[src/rtl/alu_pkg.sv]
`default_nettype none
// ============================================================================
//  Module      : alu_pkg
//  Description : Shared types for the ALU decode/issue stage. It holds the ALU
//                operation encoding, the RV32I opcode values and the
//                issue-entry record.
//  Revision    : 1.0 - initial release
// ============================================================================
package alu_pkg;

    // Operation codes consumed by the ALU. Codes 12 and 19-31 are never issued.
    typedef enum logic [4:0] {
        ALU_ADD   = 5'd0,
        ALU_SUB   = 5'd1,
        ALU_SLL   = 5'd2,
        ALU_SLT   = 5'd3,
        ALU_SLTU  = 5'd4,
        ALU_XOR   = 5'd5,
        ALU_SRL   = 5'd6,
        ALU_SRA   = 5'd7,
        ALU_OR    = 5'd8,
        ALU_AND   = 5'd9,
        ALU_LUI   = 5'd10,
        ALU_AUIPC = 5'd11,
        ALU_BEQ   = 5'd13,
        ALU_BNE   = 5'd14,
        ALU_BLT   = 5'd15,
        ALU_BGE   = 5'd16,
        ALU_BLTU  = 5'd17,
        ALU_BGEU  = 5'd18
    } alu_op_e;

    localparam logic [6:0] c_OPC_OP     = 7'b0110011;
    localparam logic [6:0] c_OPC_OP_IMM = 7'b0010011;
    localparam logic [6:0] c_OPC_LUI    = 7'b0110111;
    localparam logic [6:0] c_OPC_AUIPC  = 7'b0010111;
    localparam logic [6:0] c_OPC_BRANCH = 7'b1100011;
    localparam logic [6:0] c_OPC_LOAD   = 7'b0000011;
    localparam logic [6:0] c_OPC_STORE  = 7'b0100011;
    localparam logic [6:0] c_OPC_JAL    = 7'b1101111;
    localparam logic [6:0] c_OPC_JALR   = 7'b1100111;

    localparam logic [6:0] c_F7_BASE = 7'h00;
    localparam logic [6:0] c_F7_ALT  = 7'h20;

    typedef struct packed {
        logic [31:0] a;
        logic [31:0] b;
        alu_op_e     alu_op;
        logic        is_branch;
        logic [4:0]  rd;
        logic        rd_we;
        logic        illegal;
    } issue_entry_t;

    // Base funct3 mapping shared by OP and OP-IMM. SUB and SRA are selected
    // by funct7 at the call site.
    function automatic alu_op_e f3_to_op(input logic [2:0] f3);
        alu_op_e op;
        case (f3)
            3'd0:    op = ALU_ADD;
            3'd1:    op = ALU_SLL;
            3'd2:    op = ALU_SLT;
            3'd3:    op = ALU_SLTU;
            3'd4:    op = ALU_XOR;
            3'd5:    op = ALU_SRL;
            3'd6:    op = ALU_OR;
            default: op = ALU_AND;
        endcase
        return op;
    endfunction

endpackage
`default_nettype wire

[src/rtl/alu_issue_imm_gen.sv]
`default_nettype none
// ============================================================================
//  Module      : imm_gen
//  Description : Combinational RV32I immediate extraction (I, S, U formats).
//                Only instruction bits 31:7 are needed, because the opcode
//                field never contributes to an immediate.
//  Revision    : 1.0 - initial release
// ============================================================================
module imm_gen (
    input  logic [31:7] instr,
    output logic [31:0] imm_i,
    output logic [31:0] imm_s,
    output logic [31:0] imm_u
);

    assign imm_i = {{20{instr[31]}}, instr[31:20]};
    assign imm_s = {{20{instr[31]}}, instr[31:25], instr[11:7]};
    assign imm_u = {instr[31:12], 12'b0};

endmodule
`default_nettype wire

[src/rtl/alu_issue.sv]
`default_nettype none
// ============================================================================
//  Module      : alu_issue
//  Description : RV32I decode-and-issue stage. It decodes an instruction into
//                an ALU op code and operands, then issues it from a registered
//                two-entry (head + skid) buffer with valid/ready handshakes.
//  Revision    : 1.0 - initial release
// ============================================================================
module alu_issue
    import alu_pkg::*;
(
    input  logic        clk,
    input  logic        rst_n,
    input  logic        flush,
    input  logic        in_valid,
    output logic        in_ready,
    input  logic [31:0] in_instr,
    input  logic [31:0] in_pc,
    input  logic [31:0] in_rs1_val,
    input  logic [31:0] in_rs2_val,
    output logic        out_valid,
    input  logic        out_ready,
    output logic [31:0] out_a,
    output logic [31:0] out_b,
    output logic [4:0]  out_alu_op,
    output logic        out_is_branch,
    output logic [4:0]  out_rd,
    output logic        out_rd_we,
    output logic        out_illegal
);

    logic [31:0]  w_imm_i;
    logic [31:0]  w_imm_s;
    logic [31:0]  w_imm_u;
    logic [6:0]   w_opcode;
    logic [2:0]   w_f3;
    logic [6:0]   w_f7;
    logic         w_legal;
    logic         w_we;
    issue_entry_t w_dec;
    logic         w_push;
    logic         w_pop;

    issue_entry_t r_head;
    issue_entry_t r_skid;
    logic [1:0]   r_count;

    assign w_opcode = in_instr[6:0];
    assign w_f3     = in_instr[14:12];
    assign w_f7     = in_instr[31:25];

    imm_gen u_imm_gen (
        .instr (in_instr[31:7]),
        .imm_i (w_imm_i),
        .imm_s (w_imm_s),
        .imm_u (w_imm_u)
    );

    // Decode the incoming instruction into an issue entry. Illegal encodings
    // collapse to a zeroed ADD with the illegal flag set.
    always_comb begin
        w_dec        = '0;
        w_dec.alu_op = ALU_ADD;
        w_dec.rd     = in_instr[11:7];
        w_legal      = 1'b1;
        w_we         = 1'b1;
        case (w_opcode)
            c_OPC_OP: begin
                w_dec.a = in_rs1_val;
                w_dec.b = in_rs2_val;
                if (w_f7 == c_F7_BASE) begin
                    w_dec.alu_op = f3_to_op(w_f3);
                end else if (w_f7 == c_F7_ALT && w_f3 == 3'd0) begin
                    w_dec.alu_op = ALU_SUB;
                end else if (w_f7 == c_F7_ALT && w_f3 == 3'd5) begin
                    w_dec.alu_op = ALU_SRA;
                end else begin
                    w_legal = 1'b0;
                end
            end
            c_OPC_OP_IMM: begin
                w_dec.a      = in_rs1_val;
                w_dec.b      = w_imm_i;
                w_dec.alu_op = f3_to_op(w_f3);
                if (w_f3 == 3'd1) begin
                    w_legal = (w_f7 == c_F7_BASE);
                end else if (w_f3 == 3'd5) begin
                    if (w_f7 == c_F7_ALT) begin
                        // Pass only the shift amount so the SRAI marker bit
                        // does not reach the ALU.
                        w_dec.alu_op = ALU_SRA;
                        w_dec.b      = {27'b0, in_instr[24:20]};
                    end else if (w_f7 != c_F7_BASE) begin
                        w_legal = 1'b0;
                    end
                end
            end
            c_OPC_LUI: begin
                w_dec.a      = w_imm_u;
                w_dec.alu_op = ALU_LUI;
            end
            c_OPC_AUIPC: begin
                w_dec.a      = in_pc;
                w_dec.b      = w_imm_u;
                w_dec.alu_op = ALU_AUIPC;
            end
            c_OPC_BRANCH: begin
                w_dec.a         = in_rs1_val;
                w_dec.b         = in_rs2_val;
                w_dec.is_branch = 1'b1;
                w_we            = 1'b0;
                case (w_f3)
                    3'd0:    w_dec.alu_op = ALU_BEQ;
                    3'd1:    w_dec.alu_op = ALU_BNE;
                    3'd4:    w_dec.alu_op = ALU_BLT;
                    3'd5:    w_dec.alu_op = ALU_BGE;
                    3'd6:    w_dec.alu_op = ALU_BLTU;
                    3'd7:    w_dec.alu_op = ALU_BGEU;
                    default: w_legal = 1'b0;
                endcase
            end
            c_OPC_LOAD: begin
                w_dec.a = in_rs1_val;
                w_dec.b = w_imm_i;
            end
            c_OPC_STORE: begin
                w_dec.a = in_rs1_val;
                w_dec.b = w_imm_s;
                w_we    = 1'b0;
            end
            c_OPC_JAL, c_OPC_JALR: begin
                w_dec.a = in_pc;
                w_dec.b = 32'd4;
            end
            default: w_legal = 1'b0;
        endcase
        if (!w_legal) begin
            w_dec.a         = '0;
            w_dec.b         = '0;
            w_dec.alu_op    = ALU_ADD;
            w_dec.is_branch = 1'b0;
        end
        w_dec.illegal = !w_legal;
        w_dec.rd_we   = w_we && w_legal && (in_instr[11:7] != 5'd0);
    end

    // in_ready depends only on registered occupancy, never on out_ready.
    assign in_ready  = (r_count != 2'd2);
    assign out_valid = (r_count != 2'd0);
    assign w_push    = in_valid && in_ready;
    assign w_pop     = out_valid && out_ready;

    // Head/skid buffer. The head always drives the outputs, and the skid only
    // holds the second entry while the head is stalled.
    always_ff @(posedge clk) begin
        if (!rst_n) begin
            r_count <= 2'd0;
            r_head  <= '0;
            r_skid  <= '0;
        end else if (flush) begin
            r_count <= 2'd0;
        end else begin
            case (r_count)
                2'd0: begin
                    if (w_push) begin
                        r_head  <= w_dec;
                        r_count <= 2'd1;
                    end
                end
                2'd1: begin
                    if (w_push && w_pop) begin
                        r_head <= w_dec;
                    end else if (w_push) begin
                        r_skid  <= w_dec;
                        r_count <= 2'd2;
                    end else if (w_pop) begin
                        r_count <= 2'd0;
                    end
                end
                default: begin
                    if (w_pop) begin
                        r_head  <= r_skid;
                        r_count <= 2'd1;
                    end
                end
            endcase
        end
    end

    assign out_a         = r_head.a;
    assign out_b         = r_head.b;
    assign out_alu_op    = r_head.alu_op;
    assign out_is_branch = r_head.is_branch;
    assign out_rd        = r_head.rd;
    assign out_rd_we     = r_head.rd_we;
    assign out_illegal   = r_head.illegal;

endmodule
`default_nettype wire

[config.mk]
export PLATFORM = sky130hd
export DESIGN_NAME = alu_issue
export DESIGN_NICKNAME = d
export VERILOG_FILES = /design/src/rtl/alu_pkg.sv /design/src/rtl/alu_issue_imm_gen.sv /design/src/rtl/alu_issue.sv
export SDC_FILE = /design/constraint.sdc
export NUM_CORES = 1
export LEC_CHECK = 0
export CORE_MARGIN = 5
export CORE_UTILIZATION = 52
export CTS_BUF_LIST = sky130_fd_sc_hd__clkbuf_8 sky130_fd_sc_hd__clkbuf_16
export DETAILED_ROUTE_END_ITERATION = 8
export PLACE_DENSITY_LB_ADDON = 0.3
export REMOVE_ABC_BUFFERS = 1
export SLEW_MARGIN = 40
export SYNTH_ARGS = -nofsm -noshare
export SYNTH_HDL_FRONTEND = slang
export SYNTH_SLANG_ARGS = --single-unit
[constraint.sdc]
create_clock -name clk -period 6.68 [get_ports clk]
set_clock_uncertainty 0.1 [all_clocks]
set_input_delay 1.336 -clock clk [delete_from_list [all_inputs] [get_ports clk]]
set_output_delay 1.336 -clock clk [all_outputs]
set_load 0.005 [all_outputs]
==> results of run 1 <==
==> stage by stage <==
step	instances	TNS, ns
floorplan	819	-22.97
global placement	1225	0
detailed placement	1227	0
CTS	1259	0
global route	1261	0
finish	1261	0
==> area by class of cell <==
| class | count | area (um2) | share of cell area |
|---|---|---|---|
| Sequential cell | 156 | 3130 | 0.302 |
| Multi-Input combinational cell | 655 | 4000 | 0.386 |
| Timing Repair Buffer | 229 | 2270 | 0.219 |
| Clock buffer | 20 | 478 | 0.0461 |
| Clock inverter | 12 | 239 | 0.0231 |
| Inverter | 8 | 30.0 | 0.00290 |
| Antenna cell | 1 | 2.50 | 0.000241 |
| Tap cell | 180 | 225 | 0.0217 |
==> flip-flops by register name, summed over array words and instances, names as in the netlist <==
name           cells
out_a             32
out_rd             5
out_illegal        1
out_alu_op         5
out_rd_we          1
r_skid            77
out_is_branch      1
r_count            2
out_b             32
==> final timing paths <==
path | startpoint | end | slack, ns | cells past startpoint
setup / recovery | in_instr[5] | out_a[13] | 2.38 | 8
hold / removal | r_skid[47] | r_skid[47] | 0.35 | 2
setup reg to reg | r_count[1] | out_alu_op[2] | 3.76 | 5
hold reg to reg | r_skid[47] | r_skid[47] | 0.35 | 2
==> layer usage <==
layer,vias up,part of all wire
met4,0,0.028
met3,64,0.11
met5,-,0
met1,3680,0.40
li1,3715,-
met2,424,0.46
==> logic make-up (layout without fill, tap and decap cells) <==
kind of cell / Yosys count / in the layout / share of synthesized area
AOI/OAI and AO/OA: 370 / 370 / 0.321
xor gates and xnor gates: 2 / 2 / 0.00236
buffers and inverters: 101 / 269 / 0.0525
DFF: 156 / 156 / 0.420
muxes: 6 / 6 / 0.00808
other: 0 / 1 / 0
and+or+nand+nor: 277 / 277 / 0.196
==> tightest hold or removal path: cells and delay by family, from the launching register on <==
family	cells	cell delay, ns
AOI/OAI and AO/OA	1	0.05
DFF	1	0.31
and+or+nand+nor	1	0.05
==> placed cells by master, fill, tap and decap left out, types with 12 or more instances in the layout <==
| cell | synthesis | layout |
|---|---|---|
| a21oi_1 | 120 | 120 |
| o21ai_1 | 21 | 21 |
| dfxtp_1 | 156 | 155 |
| nand2b_1 | 25 | 25 |
| or3_1 | 48 | 48 |
| a22o_1 | 27 | 27 |
| a222oi_1 | 20 | 20 |
| a22oi_1 | 43 | 43 |
| clkdlybuf4s50_1 | 0 | 210 |
| nand3_1 | 23 | 22 |
| nand2_1 | 85 | 84 |
| nor2_1 | 36 | 33 |
| and2_1 | 22 | 22 |
| clkbuf_16 | 0 | 18 |
| or4_1 | 12 | 12 |
| buf_4 | 0 | 16 |
| o21ai_0 | 73 | 73 |
| a31oi_1 | 14 | 14 |
| o311a_1 | 20 | 20 |
==> power by group through the flow <==
stage / clock network [mW] / logic, mW / registers (mW)
6_report: 1.16 / 0.255 / 0.956
3_5_place_dp: 0 / 0.250 / 0.976
2_1_floorplan: 0 / 0.0799 / 0.977
5_1_grt: 1.20 / 0.273 / 0.958
4_1_cts: 1.16 / 0.251 / 0.956
3_3_place_gp: 0 / 0.246 / 0.976
==> summary.txt, run 1 <==
Run status
  – Outcome: completed

Routing
  – Iteration-0 DRC Markers: between 800 and 900
  – Routed WL: 24,800 um
  – DRC: 0
  – Detailed Routing Iterations Pass 1: 6
  – Vias per std cell: 6.25
  – Post-route ant nets: 0
  – Per-cell routed wire length: 19.6 um
  – Vias: slightly below 8,000

Worst setup path
  – Worst Setup End Kind: flop
  – Worst-path cell chain: clkdlybuf4s50_1 > inv_1 > or4b_1 > nand2_1 > buf_4 > a222oi_1 > or3_1 > a21oi_1
  – Slowest cell on crit path: clkdlybuf4s50_1
  – CP peak stage delay: ~0.8 ns
  – CP max FO: 20
  – CP Buf/Inv Count: 3
  – WP data required: 6.94 ns
  – Worst Setup Start Kind: primary input
  – Critical path type: primary input to flop
  – CP delay by family, top: buffers and inverters
  – Worst Path Arrival: between 4 and 5 ns

Floorplan
  – Starting Density: 0.533
  – Die ar.: around 17,000 um2
  – Die height: 130 um
  – Row cnt: 43
  – # IOs: between 200 and 250
  – Core box area: 13,900 um2
  – DIE WIDTH: 130 um

Global routing
  – Remaining global-route overflow: 0
  – Pin count of the biggest net entering global routing: 68
  – Met2 usage: 0.461
  – GR peak layer: met2
  – GR Util met3: 0.0763
  – First-pass GRT wire length: 38,300 um
  – Met1 usage: 0.361
  – Gr usage total: 0.286
  – Antenna violations before repair: 1
  – Number of global-route vias before repair: 7,519

Pwr
  – Cell Pwr Density: 229 nW/um2
  – Pleak: between 3 and 4 nW
  – Comb power frac: 0.108
  – PnR Total Power: 2.37 mW
  – Peak supply drop: roughly 0.16 mV
  – Clock share of power: 0.489
  – Sequential Power Share: 0.404
  – Sw Ratio: 0.217
  – Sw power: between 0.5 and 0.6 mW
  – P_int: 1.86 mW

Layout
  – Share of cells above drive strength 1: 0.0648
  – Area growth syn-to-layout: 39.4%
  – Util after Layout: 0.744
  – Post-route cell area: around 10,000 um2
  – Layout filler cell count: 1,063
  – Nets: roughly 1,200

Yosys
  – Post-Syn Instances: between 900 and 1,000
  – Synth warn: 0
  – Synth cell types: 53
  – Synth cell count leaders: dfxtp_1, a21oi_1, nand2_1
  – Area of the mapped netlist: 7430 um2
  – Post-synth ARST share: 0
  – EDFF count, synth: 0
  – Mean post-synth cell area: around 8.2 um2
  – Synth top area share: 0.420
  – Synth area leaders: dfxtp_1, a21oi_1, o21ai_0
  – Synthesized flop and latch total: 156
  – Post-synthesis sequential area ratio: 0.420
  – Cell taking the most area after synthesis: dfxtp_1
  – Ys flop type: dfxtp_1
  – Most common cell in the synthesized netlist: dfxtp_1

Placed design
  – DP Worst Slack: ~2.0 ns
  – Count of input and output buffers: 211
  – Half-perimeter wire length after placement: 15,900 um
  – DP Area: around 9600 um2
  – Final Wtd Congestion: 0.922

CTS
  – Root Buffer: clkbuf_16
  – Postcts setup bufs: 0
  – Clk buf depth: 2
  – Clock sink count: 156
  – Clock transition at path regs: 0.06 ns
  – CTS tree: yes
  – CTS Hold Bufs: 0
  – Worst skew pair latency: 0.42 ns
  – CTS buffer count: 17
  – Post_cts resized: 0
  – # H-tree levels: 4

Run
  – Max_cap viols: 0

Timing
  – Slew at the pin closest to its max-slew limit: 0.779 ns
  – RSZ-0062 raised after global routing: no
  – Rel. slew slack: 0.478
  – Endpoints failing hold: 0
  – # setup viols final: 0
  – PnR worst setup slack: 2.38 ns
  – Max frequency: between 200 and 250 MHz
  – Slew Viols, Final: 0
  – Hold Slack: around 0.35 ns
  – Tcrit/Tclk final: 0.643
  – Final min period: 4.30 ns

Min path
  – Worst hold path type: flop to flop
(Power assumes the default switching activity.)
==> run 2, diff against run 1 <==
--- a/config.mk
+++ b/config.mk
@@ -6,7 +6,7 @@
 export NUM_CORES = 1
 export LEC_CHECK = 0
 export CORE_MARGIN = 5
-export CORE_UTILIZATION = 52
+export CORE_UTILIZATION = 44
 export CTS_BUF_LIST = sky130_fd_sc_hd__clkbuf_8 sky130_fd_sc_hd__clkbuf_16
 export DETAILED_ROUTE_END_ITERATION = 8
 export PLACE_DENSITY_LB_ADDON = 0.3
==> constraint.sdc (replaced) <==
create_clock -name clk -period 3.9 [get_ports clk]
set_clock_uncertainty 0.1 [all_clocks]
set_input_delay 0.78 -clock clk [delete_from_list [all_inputs] [get_ports clk]]
set_output_delay 0.78 -clock clk [all_outputs]
set_load 0.005 [all_outputs]
==> run 2 against run 1 <==
Combinational power grew 79%. Flip-flop and latch count is the same. Critical path depth unchanged. Routed wire length rose by 6.4%. Clock power increased by 49%. Via count grew 0.47%.
==> summary.txt, run 2 (same netlist as run 1, synthesis figures left out) <==
Global routing
  – Pin count of the biggest net entering global routing: 64
  – Gr usage total: 0.262
  – Remaining global-route overflow: 0
  – Number of global-route vias before repair: 7,766
  – First-pass GRT wire length: between 40,000 and 50,000 um
  – Antenna violations before repair: 0

Timing
  – Max frequency: 320 MHz
  – # setup viols final: 0
  – Final min period: between 3 and 4 ns
  – RSZ-0062 raised after global routing: no
  – Slew at the pin closest to its max-slew limit: 0.738 ns
  – Tcrit/Tclk final: 0.801
  – Endpoints failing hold: 0
  – Slew Viols, Final: 0
  – Rel. slew slack: 0.508

Pwr
  – Clock share of power: 0.453
  – Comb power frac: 0.119
  – Sequential Power Share: 0.428
  – Sw power: 0.913 mW
  – Peak supply drop: 0.298 mV
  – Pleak: 3.79 nW
  – Sw Ratio: 0.239
  – Cell Pwr Density: roughly 360 nW/um2
  – P_int: between 2 and 3 mW

Layout
  – Util after Layout: 0.633
  – Final std cells w/o fill: 1,325
  – Multi-input logic area: 3980 um2
  – Area growth syn-to-layout: 41.2%
  – Diodes inserted: 0
  – Commonest non-fill, non-tap cell in the layout: clkdlybuf4s50_1
  – Nets: 1,226
  – Layout filler cell count: 1,464
  – Max reg flops: 77
  – Share of cells above drive strength 1: 0.0842
  – Post-route cell area: about 10,000 um2
  – Storage cell area: ~3100 um2
  – Commonest non-fill, non-tap cells in the layout: clkdlybuf4s50_1, dfxtp_1, a21oi_1
  – Register name with the most flops: r_skid

Worst setup path
  – Slowest cell on crit path: clkdlybuf4s50_1
  – Cell mode on critical path: or4_1
  – CP max FO: 45
  – CP Buf/Inv Count: 2
  – Worst-path cell chain: clkdlybuf4s50_1 > nand3b_1 > or4_1 > a22oi_1 > nor4_2 > buf_12 > or4_1 > a31oi_1
  – Critical path type: primary input to flop
  – Worst Path Arrival: approximately 3.4 ns
  – CP delay by family, top: simple AND/OR/NAND/NOR gates
  – WP data required: 4.14 ns
  – Worst Setup Start Kind: primary input
  – CP peak stage delay: 0.67 ns
  – Worst Setup End Kind: flop

Floorplan
  – Die ar.: 19,600 um2
  – Die height: 140 um
  – # IOs: 212
  – Row cnt: 47
  – Starting Density: 0.448
  – Core box area: 16,600 um2
  – DIE WIDTH: about 140 um

CTS
  – Worst skew pair latency: between 0.4 and 0.5 ns
  – CTS Hold Bufs: 0
  – Post_cts resized: 0
  – # H-tree levels: 4
  – Clock transition at path regs: 0.06 ns
  – CTS tree: yes
  – Clk buf depth: 2
  – Clock sink count: approximately 160
  – Root Buffer: clkbuf_16
  – Postcts setup bufs: 0
  – CTS buffer count: 17

Routing
  – Vias: 7,920
  – Per-cell routed wire length: 19.9 um
  – DRC: 0
  – Iteration-0 DRC Markers: 723
  – Detailed Routing Iterations Pass 1: 6
  – Vias per std cell: 5.98
  – Post-route ant nets: 0
  – Routed WL: 26,400 um

Placed design
  – Final Wtd Congestion: 0.927
  – Half-perimeter wire length after placement: about 18,000 um
  – Count of input and output buffers: 211
  – Placed Instances: 1,294
  – DP Area: a little under 10,000 um2

Run status
  – Outcome: completed

Run
  – Max_cap viols: 0

Min path
  – Worst hold path type: flop to flop
-- run 2: power by group through the flow --
| stage | registers [mW] | clock network (mW) | logic [mW] |
|---|---|---|---|
| after floorplan | 1.67 | 0 | 0.137 |
| after global placement | 1.67 | 0 | 0.449 |
| after detailed placement | 1.67 | 0 | 0.451 |
| after CTS | 1.64 | 1.74 | 0.454 |
| after global routing | 1.64 | 1.81 | 0.490 |
| final | 1.64 | 1.73 | 0.456 |
-- run 2: worst paths after layout --
kind | from | slack, ns | end | depth (start not counted)
setup / recovery | in_instr[6] | 0.78 | out_b[4] | 8
hold / removal | r_skid[17] | 0.35 | r_skid[17] | 2
setup reg to reg | r_count[1] | 1.56 | r_skid[18] | 6
hold reg to reg | r_skid[17] | 0.35 | r_skid[17] | 2
-- run 2: per-layer routing --
layer,vias to the layer above,track usage,share of wire
li1,3768,-,-
met1,3749,0.345,0.42
met2,369,0.423,0.47
met3,34,0.0695,0.095
met4,0,0.0790,0.017
met5,-,0,0
-- run 2: layout make-up --
class / count / share of cell area
Multi-Input combinational cell: 655 / 0.379
Sequential cell: 156 / 0.298
Timing Repair Buffer: 255 / 0.236
Clock buffer: 20 / 0.0445
Tap cell: 220 / 0.0262
Clock inverter: 11 / 0.0137
Inverter: 8 / 0.00286
-- run 2: worst min-delay path, cell delays in order, from the launching register on --
cell and delay [ns]:
dfxtp_1 0.31, nand2_1 0.05, o21ai_1 0.05
-- run 2: per-stage QoR --
step / worst slack [ns] / hold WS [ns] / power (mW) / TNS [ns]
after floorplan: -3.35 / 0.325 / 1.81 / -345.86
after global placement: 0.421 / 0.334 / 2.12 / 0
after detailed placement: 0.345 / 0.342 / 2.12 / 0
after CTS: 0.797 / 0.351 / 3.83 / 0
after global routing: 0.604 / 0.365 / 3.94 / 0
final: 0.778 / 0.349 / 3.82 / 0
